**config.mk**
```make
export PLATFORM = sky130hd
export DESIGN_NAME = hilo_muldiv_unit
export DESIGN_NICKNAME = d
export VERILOG_FILES = /design/src/rtl/hilo_pkg.sv /design/src/rtl/muldiv_iter_core.sv /design/src/rtl/hilo_muldiv_unit.sv
export SDC_FILE = /design/constraint.sdc
export NUM_CORES = 1
export LEC_CHECK = 0
export ABC_AREA = 1
export CORE_MARGIN = 5
export CORE_UTILIZATION = 45
export DETAILED_ROUTE_END_ITERATION = 8
export DONT_BUFFER_PORTS = 1
export SYNTH_ARGS = -nofsm -noshare
export SYNTH_HDL_FRONTEND = slang
export SYNTH_SLANG_ARGS = --single-unit
```
**constraint.sdc**
```tcl
create_clock -name clk -period 11.35 [get_ports clk]
set_input_delay 2.27 -clock clk [delete_from_list [all_inputs] [get_ports clk]]
set_output_delay 2.27 -clock clk [all_outputs]
set_load 0.05 [all_outputs]
```
**src/rtl/hilo_pkg.sv**
```systemverilog
// ============================================================================
// Module : hilo_pkg
// Brief  : Shared op encodings, FSM state type and width default for the
//          HI/LO multiply/divide unit.
// Rev    : 1.0  initial release
// ============================================================================
`default_nettype none

package hilo_pkg;

  localparam int DATA_W_DEF = 32;

  localparam logic [2:0] OP_MULT  = 3'b000;
  localparam logic [2:0] OP_MULTU = 3'b001;
  localparam logic [2:0] OP_DIV   = 3'b010;
  localparam logic [2:0] OP_DIVU  = 3'b011;
  localparam logic [2:0] OP_MTHI  = 3'b100;
  localparam logic [2:0] OP_MTLO  = 3'b101;

  typedef enum logic [1:0] {
    ST_IDLE = 2'd0,
    ST_RUN  = 2'd1,
    ST_FIX  = 2'd2
  } state_t;

  function automatic logic op_is_signed(input logic [2:0] op);
    return (op == OP_MULT) || (op == OP_DIV);
  endfunction

endpackage

`default_nettype wire

```
**src/rtl/muldiv_iter_core.sv**
```systemverilog
// ============================================================================
// Module : muldiv_iter_core
// Brief  : Unsigned one-bit-per-cycle shift-add multiplier / restoring divider.
//          {acc_hi,acc_lo} ends as the product, or remainder/quotient.
// Rev    : 1.0  initial release
// ============================================================================
`default_nettype none

module muldiv_iter_core #(
  parameter int DATA_W = 32
) (
  input  logic              clk,
  input  logic              rst,
  input  logic              load,
  input  logic              div_mode,
  input  logic [DATA_W-1:0] opa,
  input  logic [DATA_W-1:0] opb,
  input  logic              step,
  output logic [DATA_W-1:0] acc_hi,
  output logic [DATA_W-1:0] acc_lo,
  output logic              last
);

  localparam int CNT_W = (DATA_W > 1) ? $clog2(DATA_W) : 1;

  logic [DATA_W-1:0] r_hi;
  logic [DATA_W-1:0] r_lo;
  logic [DATA_W-1:0] r_b;
  logic              r_div;
  logic [CNT_W-1:0]  r_cnt;

  logic [DATA_W:0]   w_sum;
  logic [DATA_W:0]   w_shl;
  logic [DATA_W:0]   w_trial;
  logic [DATA_W-1:0] w_hi_nxt;
  logic [DATA_W-1:0] w_lo_nxt;

  // Divide: the partial remainder stays below the divisor, so bit DATA_W of
  // the trial difference is a clean borrow flag (also holds for divisor 0).
  always_comb begin
    w_sum   = {1'b0, r_hi} + (r_lo[0] ? {1'b0, r_b} : '0);
    w_shl   = {r_hi, r_lo[DATA_W-1]};
    w_trial = w_shl - {1'b0, r_b};
    if (r_div) begin
      if (!w_trial[DATA_W]) begin
        w_hi_nxt = w_trial[DATA_W-1:0];
        w_lo_nxt = {r_lo[DATA_W-2:0], 1'b1};
      end else begin
        w_hi_nxt = w_shl[DATA_W-1:0];
        w_lo_nxt = {r_lo[DATA_W-2:0], 1'b0};
      end
    end else begin
      w_hi_nxt = w_sum[DATA_W:1];
      w_lo_nxt = {w_sum[0], r_lo[DATA_W-1:1]};
    end
  end

  always_ff @(posedge clk or posedge rst) begin
    if (rst) begin
      r_hi  <= '0;
      r_lo  <= '0;
      r_b   <= '0;
      r_div <= 1'b0;
      r_cnt <= '0;
    end else if (load) begin
      r_hi  <= '0;
      r_lo  <= opa;
      r_b   <= opb;
      r_div <= div_mode;
      r_cnt <= '0;
    end else if (step) begin
      r_hi  <= w_hi_nxt;
      r_lo  <= w_lo_nxt;
      r_cnt <= r_cnt + 1'b1;
    end
  end

  assign acc_hi = r_hi;
  assign acc_lo = r_lo;
  assign last   = step && (r_cnt == CNT_W'(DATA_W - 1));

endmodule

`default_nettype wire

```
**src/rtl/hilo_muldiv_unit.sv**
```systemverilog
// ============================================================================
// Module : hilo_muldiv_unit
// Brief  : HI/LO register producer: iterative MULT/MULTU/DIV/DIVU, MTHI/MTLO.
//          Optional macro HILO_BYPASS_EN forwards MTHI/MTLO data same cycle.
// Rev    : 1.0  initial release
// ============================================================================
`default_nettype none

module hilo_muldiv_unit
  import hilo_pkg::*;
#(
  parameter int DATA_W = DATA_W_DEF
) (
  input  logic              clk,
  input  logic              reset,
  input  logic              start,
  input  logic [2:0]        op,
  input  logic [DATA_W-1:0] A,
  input  logic [DATA_W-1:0] B,
  output logic              busy,
  output logic              done,
  output logic [DATA_W-1:0] HI,
  output logic [DATA_W-1:0] LO
);

  state_t            r_state;
  state_t            w_state_nxt;

  logic [DATA_W-1:0] r_hi;
  logic [DATA_W-1:0] r_lo;
  logic              r_done;
  logic              r_op_div;
  logic              r_neg_q;
  logic              r_neg_r;
  logic              r_div_zero;
  logic [DATA_W-1:0] r_a_raw;

  logic              w_start_ok;
  logic              w_mthi;
  logic              w_mtlo;
  logic              w_load;
  logic              w_step;
  logic              w_fix;
  logic              w_a_neg;
  logic              w_b_neg;
  logic [DATA_W-1:0] w_abs_a;
  logic [DATA_W-1:0] w_abs_b;

  logic [DATA_W-1:0] w_core_hi;
  logic [DATA_W-1:0] w_core_lo;
  logic              w_core_last;

  logic [2*DATA_W-1:0] w_prod;
  logic [DATA_W-1:0]   w_quo;
  logic [DATA_W-1:0]   w_rem;
  logic [DATA_W-1:0]   w_res_hi;
  logic [DATA_W-1:0]   w_res_lo;

  assign w_start_ok = start && (r_state == ST_IDLE);
  assign w_mthi     = w_start_ok && (op == OP_MTHI);
  assign w_mtlo     = w_start_ok && (op == OP_MTLO);
  assign w_a_neg    = op_is_signed(op) && A[DATA_W-1];
  assign w_b_neg    = op_is_signed(op) && B[DATA_W-1];
  assign w_abs_a    = w_a_neg ? -A : A;
  assign w_abs_b    = w_b_neg ? -B : B;

  muldiv_iter_core #(
    .DATA_W (DATA_W)
  ) u_core (
    .clk      (clk),
    .rst      (reset),
    .load     (w_load),
    .div_mode (op[1]),
    .opa      (w_abs_a),
    .opb      (w_abs_b),
    .step     (w_step),
    .acc_hi   (w_core_hi),
    .acc_lo   (w_core_lo),
    .last     (w_core_last)
  );

  always_ff @(posedge clk or posedge reset) begin
    if (reset) begin
      r_state <= ST_IDLE;
    end else begin
      r_state <= w_state_nxt;
    end
  end

  always_comb begin
    w_state_nxt = r_state;
    w_load      = 1'b0;
    w_step      = 1'b0;
    w_fix       = 1'b0;
    case (r_state)
      ST_IDLE: begin
        if (w_start_ok && !op[2]) begin
          w_load      = 1'b1;
          w_state_nxt = ST_RUN;
        end
      end
      ST_RUN: begin
        w_step = 1'b1;
        if (w_core_last) begin
          w_state_nxt = ST_FIX;
        end
      end
      ST_FIX: begin
        w_fix       = 1'b1;
        w_state_nxt = ST_IDLE;
      end
      default: w_state_nxt = ST_IDLE;
    endcase
  end

  // Sign restoration; a zero divisor bypasses it so HI returns the raw dividend.
  always_comb begin
    w_prod = {w_core_hi, w_core_lo};
    if (r_neg_q) begin
      w_prod = -w_prod;
    end
    w_quo = r_neg_q ? -w_core_lo : w_core_lo;
    w_rem = r_neg_r ? -w_core_hi : w_core_hi;
    if (!r_op_div) begin
      w_res_hi = w_prod[2*DATA_W-1:DATA_W];
      w_res_lo = w_prod[DATA_W-1:0];
    end else if (r_div_zero) begin
      w_res_hi = r_a_raw;
      w_res_lo = '1;
    end else begin
      w_res_hi = w_rem;
      w_res_lo = w_quo;
    end
  end

  always_ff @(posedge clk or posedge reset) begin
    if (reset) begin
      r_hi       <= '0;
      r_lo       <= '0;
      r_done     <= 1'b0;
      r_op_div   <= 1'b0;
      r_neg_q    <= 1'b0;
      r_neg_r    <= 1'b0;
      r_div_zero <= 1'b0;
      r_a_raw    <= '0;
    end else begin
      r_done <= w_fix;
      if (w_load) begin
        r_op_div   <= op[1];
        r_neg_q    <= w_a_neg ^ w_b_neg;
        r_neg_r    <= w_a_neg;
        r_div_zero <= op[1] && (B == '0);
        r_a_raw    <= A;
      end
      if (w_fix) begin
        r_hi <= w_res_hi;
        r_lo <= w_res_lo;
      end else begin
        if (w_mthi) r_hi <= A;
        if (w_mtlo) r_lo <= A;
      end
    end
  end

  assign busy = (r_state != ST_IDLE);
  assign done = r_done;

`ifdef HILO_BYPASS_EN
  assign HI = w_mthi ? A : r_hi;
  assign LO = w_mtlo ? A : r_lo;
`else
  assign HI = r_hi;
  assign LO = r_lo;
`endif

endmodule

`default_nettype wire

```
==> out/metrics.cfg, run 1 <==
[routing]
drtAntennaViolNets=0
vias=21800
wl_mm=87.1
drc_errors=0
drt-pass1-iter-count=8
vias_per_cell=5.86
drt_iter0_drc=2836
wl_per_cell_um=23.4

[worst_setup_path]
cp_num_buf_inv=5
cpMaxStageDelayCell=nand2_2
cp_max_fo=66
max_stage_delay_ps=670
r2r_slack_ps=7150
start_kind=input pin
rr_endpoint=u_core.acc_lo[7]$_DFFE_PP0P_
critPathRequiredTime_ps=11790
worstReg2RegStart=r_state[1]$_DFFE_PP0P_
crit_type=in2reg
worstSetupEndpointType=flip-flop
critical_path.top_delay_family=buffers and inverters
crit_arrival_ps=5570
crit_chain=nand2_1 -> nor2_4 -> buf_4 -> clkinv_2 -> nand2_2 -> inv_1 -> buf_4 -> a21oi_1 -> o221ai_1 -> o21ai_0 -> inv_1
reg2reg_depth=12

[logic_synthesis]
synth_area_leader_cell=dfrtp_1
synth_most_common_cell=nand2_1
syn_inst=3227
synth_commonest_cells=1032 x nand2_1, 450 x inv_1, 305 x nor2_1
seq_area_frac_synth_pct=26.4
ys_warn_count=0
async_flop_share_pct=100
synth.avg_cell_area_um2=5.99
synth_nets=3369
synth_edf_count=0
synth_top_area_share_pct=26.4
syn-cell-area_um2=19300
synth_seq_cells=204
synth.area.top_cells=dfrtp_1 26%, nand2_1 20%, inv_1 8.7%
synthDistinctLibCells=58
synth_ff_type=dfrtp_1

[min_path]
hold_end=u_core.r_cnt[3]$_DFFE_PP0P_
holdPathStages=1
hp-start=u_core.r_cnt[3]$_DFFE_PP0P_
hold_path_class=reg2reg

[sta]
finalCriticalPeriod_ps=5130
fin_ws_ps=6220
drv_slew=0
hold_viol=0
finalSetupTns_ps=0
min_period_over_period_pct=45.2
finalSetupViolations=0
max_freq_ghz=0.195
max_slew_margin_pct=15.2
worstMarginPinSlew_ps=1260
rsz0062_at_grt=no
fin_skew_ps=35.0
whs_ps=473

[power]
powerDensity_nw_per_um2=338
p_leak_uw=0.0106
peakVddDrop_v=0.000212

[floorplanning]
num_rows=76
ioPinCount=136
die-area_um2=47200
core_area_um2=42800
die_y_um=217
die-width_um=217
initial_core_util_pct=45.1

[clock_network]
cts_buffers=25
cts-root-buf=clkbuf_16
clk_pin_slew_ps=60
htreeDepth=1
cts_hold_buf=0
cts_num_sinks=204
cts_resized=0
clk_latency_ps=580
cts_setup_buffers=0
ctsLongestPathBuffers=3
cts_tree=done

[layout]
diodes=0
final_nets=3301
area_growth_pct=6.18
fill_cells=4641
drive_gt1_share_pct=4.56

[global_route]
grt_overflow_total=0
antenna_found_initial=3
grt_max_degree=84
gr-usage-met3_pct=16.2
grt-busiest-layer=met1
grt_pass1_vias=20000
gr-usage-met2_pct=48.0
met1_usage_pct=51.7
grt_usage_pct=35.8
grt_pass1_wl_mm=128

[placement]
place.port_buffers=0
pre_cts_ws_ps=5680
hpwl_mm=68.4
gp_congestion=1.04

[outcome]
status=completed

[flow_run]
cap_violations=0

## routing by layer
| metal | routed length, um | part of all wire, % |
|---|---|---|
| met5 | 13 | 0.015 |
| met1 | 38100 | 44 |
| met4 | 2650 | 3.0 |
| met3 | 13200 | 15 |
| met2 | 33200 | 38 |
## sequential cells by signal (all words and copies together) (netlist names), 2 cells and up
name	count
r_state	2
HI	32
LO	32
u_core.r_b	32
u_core.r_cnt	5
u_core.acc_lo	32
u_core.acc_hi	32
r_a_raw	32
## cell usage in the layout, fill, tap and decap left out, types with 7 or more instances in the layout
cell type  netlist  final
a21oi_1        195    195
o21bai_1        11     11
or2_2            7      7
dfrtp_1        204    202
nand3b_1        18     18
nand3_1        227    227
ha_1            70     70
o21ai_1         12     12
o22ai_1         12     12
o221ai_1        12     12
nand4_1         29     29
a31oi_1          9      9
clkbuf_1        86      7
o21ai_0        267    267
nor3_1          51     51
nand3_2         17     17
nor2_2           8     12
inv_1          450    447
o211ai_1        41     41
nor2_4           6      7
clkbuf_16        0     25
xnor2_1         11     11
xor2_1          34     34
buf_4            2     25
nand2_1       1032   1032
inv_2            6      7
nor2_1         305    300
nand2_2         14     14
## kinds of logic (layout without fill, tap and decap cells)
logic type,after synthesis,count (layout),synth area share (%)
simple gates,1738,1738,38.2
compound gates,589,589,16.8
buf+inv,579,529,11.8
flops,204,204,26.4
fa+ha+maj,72,72,4.74
xor+xnor,45,45,2.04
## where the power goes
part | total, uW | internal [uW] | switching, uW
Combinational | 4390 | 1350 | 3040
Sequential | 1700 | 999 | 701
Clock | 849 | 500 | 349
## stage by stage
step / utilization (%) / cells / instance area (um2) / total power, uW
floorplan: - / 3227 / 19300 / 4550
global placement: 46.0 / 3678 / 19700 / 5900
global route: 47.9 / 3723 / 20500 / 7450
CTS: 47.9 / 3723 / 20500 / 6800
finish: 47.9 / 3723 / 20500 / 6940
detailed placement: 46.0 / 3678 / 19700 / 5930
## worst reg2reg max path, stage by stage (launching register included)
cell      delay (ps)
dfrtp_1          400
nor2_1           280
nand2_1          240
nor2_4           120
buf_4            570
clkinv_2         630
nand2_2          670
inv_1            340
buf_4            380
a21oi_1          190
o221ai_1         120
o21ai_0          100
inv_1             60
## worst max-delay path by stage
stage	from	endpoint	cells after the start
finish	start	u_core.acc_lo[7]$_DFFE_PP0P_	11
global route	start	u_core.acc_lo[7]$_DFFE_PP0P_	11
CTS	start	u_core.acc_lo[7]$_DFFE_PP0P_	11
detailed placement	start	u_core.acc_lo[7]$_DFFE_PP0P_	11
global placement	start	u_core.acc_lo[7]$_DFFE_PP0P_	11
floorplan	reset	HI[0]$_DFFE_PP0P_	1
## layout make-up
| cell class | count | area, um2 | area share (%) |
|---|---|---|---|
| Multi-Input combinational cell | 2444 | 12000 | 58.3 |
| Sequential cell | 204 | 5110 | 24.9 |
| Inverter | 459 | 1730 | 8.44 |
| Clock buffer | 36 | 707 | 3.45 |
| Tap cell | 546 | 683 | 3.33 |
| Timing Repair Buffer | 25 | 188 | 0.915 |
| Clock inverter | 9 | 133 | 0.647 |
Power figures use the tool's default switching activity.
==> inputs of run 2 (changes only) <==
==> constraint.sdc (replaced) <==
create_clock -name clk -period 4.1 [get_ports clk]
set_input_delay 0.82 -clock clk [delete_from_list [all_inputs] [get_ports clk]]
set_output_delay 0.82 -clock clk [all_outputs]
set_load 0.05 [all_outputs]
==> out/metrics.cfg, run 2 (synthesis gave the netlist of run 1 again) <==
[sta]
hold_viol=0  ; unchanged
min_period_over_period_pct=82.2
max_slew_margin_pct=10.2  ; -5.0 points
worstMarginPinSlew_ps=1330  ; +76.1 ps
max_freq_ghz=0.297
finalSetupTns_ps=0  ; unchanged
fin_skew_ps=65.8  ; +30.8 ps
finalCriticalPeriod_ps=3370
drv_slew=0  ; unchanged
whs_ps=125  ; -348 ps
finalSetupViolations=0  ; unchanged
rsz0062_at_grt=no

[placement]
place.port_buffers=0  ; unchanged
hpwl_mm=71.0  ; +3.7%
dpl_cell_area_um2=19900  ; +1.2%
gp_congestion=1.05  ; +0.76%

[floorplanning]
die_y_um=217  ; unchanged
core_area_um2=42800  ; unchanged
initial_core_util_pct=45.1  ; unchanged
ioPinCount=136  ; unchanged
num_rows=76  ; unchanged
die-area_um2=47200  ; unchanged
die-width_um=217  ; unchanged

[global_route]
antenna_found_initial=4  ; +1
grt_overflow_total=0  ; unchanged
grt_pass1_vias=20200  ; +1.4%
grt_max_degree=87  ; +3.6%
grt_pass1_wl_mm=130  ; +1.6%
grt_usage_pct=36.5  ; +0.73 points

[worst_setup_path]
reg2reg_depth=17  ; +5
start_kind=flip-flop
crit_arrival_ps=3860  ; -1710 ps
rr_endpoint=u_core.acc_hi[9]$_DFFE_PP0P_
crit_type=reg2reg
r2r_slack_ps=730  ; -6420 ps
worstReg2RegStart=u_core.acc_lo[31]$_DFFE_PP0P_
crit_end=u_core.acc_hi[9]$_DFFE_PP0P_
critPathRequiredTime_ps=4590  ; -7200 ps
startpoint=u_core.acc_lo[31]$_DFFE_PP0P_
cp_max_fo=27  ; -59%
worstSetupEndpointType=flip-flop

[routing]
drt_iter0_drc=2931  ; +3.3%
drtAntennaViolNets=0  ; unchanged
vias=22000  ; +0.93%
drc_errors=0  ; unchanged
wl_mm=89.5  ; +2.7%
vias_per_cell=5.86  ; about the same
wl_per_cell_um=23.8  ; +1.8%
drt-pass1-iter-count=7  ; -1

[layout]
area_growth_pct=7.77
fill_cells=4623  ; -0.39%
fin_area_um2=20800  ; +1.5%
drive_gt1_share_pct=5.61  ; +1.0 points
final_cell_mix=1032 x nand2_1, 447 x inv_1, 300 x nor2_1
final_common_cell=nand2_1
final_nets=3329  ; +0.85%

[power]
peakVddDrop_v=0.000559  ; +160%
powerDensity_nw_per_um2=945  ; +180%
p_leak_uw=0.0108  ; +1.6%

[clock_network]
cts_tree=done
htreeDepth=1  ; unchanged
cts_hold_buf=0  ; unchanged
clk_latency_ps=610  ; +30 ps
cts_resized=0  ; unchanged
cts_buffers=27  ; +8.0%
ctsLongestPathBuffers=3  ; unchanged
cts-root-buf=clkbuf_16
clk_pin_slew_ps=70  ; about the same
cts_num_sinks=204  ; unchanged
cts_setup_buffers=0  ; unchanged

[outcome]
status=completed

[min_path]
hold_path_class=in2async

[flow_run]
cap_violations=0  ; unchanged

[run 2: cell count changes in the layout (fill, tap and decap cells not counted), moves of 2 or more]
| cell | before | now |
|---|---|---|
| clkbuf_1 | 7 | 3 |
| buf_4 | 25 | 48 |
| buf_12 | 0 | 3 |
| clkinvlp_4 | 2 | 6 |
| clkbuf_16 | 25 | 27 |
| clkinv_2 | 3 | 6 |
[run 2: worst max-delay path, stage by stage (launching register included)]
cell	delay, ps
dfrtp_1	490
inv_1	240
ha_1	310
fa_1	400
inv_1	120
nand2_1	90
nand2_1	100
nand3_2	70
nand2_2	150
nand2_2	70
nand2_2	90
nand2_4	80
nand3_4	120
nand2_8	190
nor2_2	460
nand2_1	90
nand3b_1	110
nand2_1	50
[run 2: worst min-delay path by stage]
stage | startpoint | endpoint | slack, ps | depth (start not counted)
after detailed placement | u_core.r_cnt[3]$_DFFE_PP0P_ | u_core.r_cnt[3]$_DFFE_PP0P_ | 460 | 1
after floorplan | u_core.r_cnt[3]$_DFFE_PP0P_ | u_core.r_cnt[3]$_DFFE_PP0P_ | 430 | 1
after global placement | u_core.r_cnt[3]$_DFFE_PP0P_ | u_core.r_cnt[3]$_DFFE_PP0P_ | 450 | 1
final | reset | u_core.acc_hi[4]$_DFFE_PP0P_ | 130 | 1
after CTS | reset | u_core.acc_hi[12]$_DFFE_PP0P_ | 120 | 1
after global routing | reset | u_core.acc_hi[4]$_DFFE_PP0P_ | 150 | 1
[run 2: per-layer routing]
layer	up-vias	part of all wire (%)	global-route usage [%]
li1	10300	-	-
met1	10200	43	51.8
met2	1230	39	50.3
met3	214	15	15.2
met4	10	3.8	11.5
met5	-	0.086	0
[run 2: power by group]
group	internal, uW	switching [uW]	total, uW
Sequential	2770	1850	4610
Combinational	3860	8710	12600
Clock	1440	1040	2480
[run 2: metrics by stage]
stage,power (uW),std cells,utilization [%],worst slack (ps)
CTS,19300,3754,48.6,781
finish,19700,3755,48.6,730
global route,21000,3754,48.6,587
detailed placement,16800,3704,46.5,792
floorplan,12600,3227,-,636
global placement,16700,3704,46.5,850
[run 2: layout make-up]
type / instances / area, um2 / share of cell area [%]
clock inverters: 15 / 160 / 0.769
well taps: 546 / 683 / 3.28
inverters: 459 / 1730 / 8.30
flip-flops and latches: 204 / 5110 / 24.5
clock buffers: 35 / 756 / 3.63
multi-input cells: 2444 / 12000 / 57.4
repair buffers: 51 / 420 / 2.02
diodes: 1 / 2.50 / 0.0120
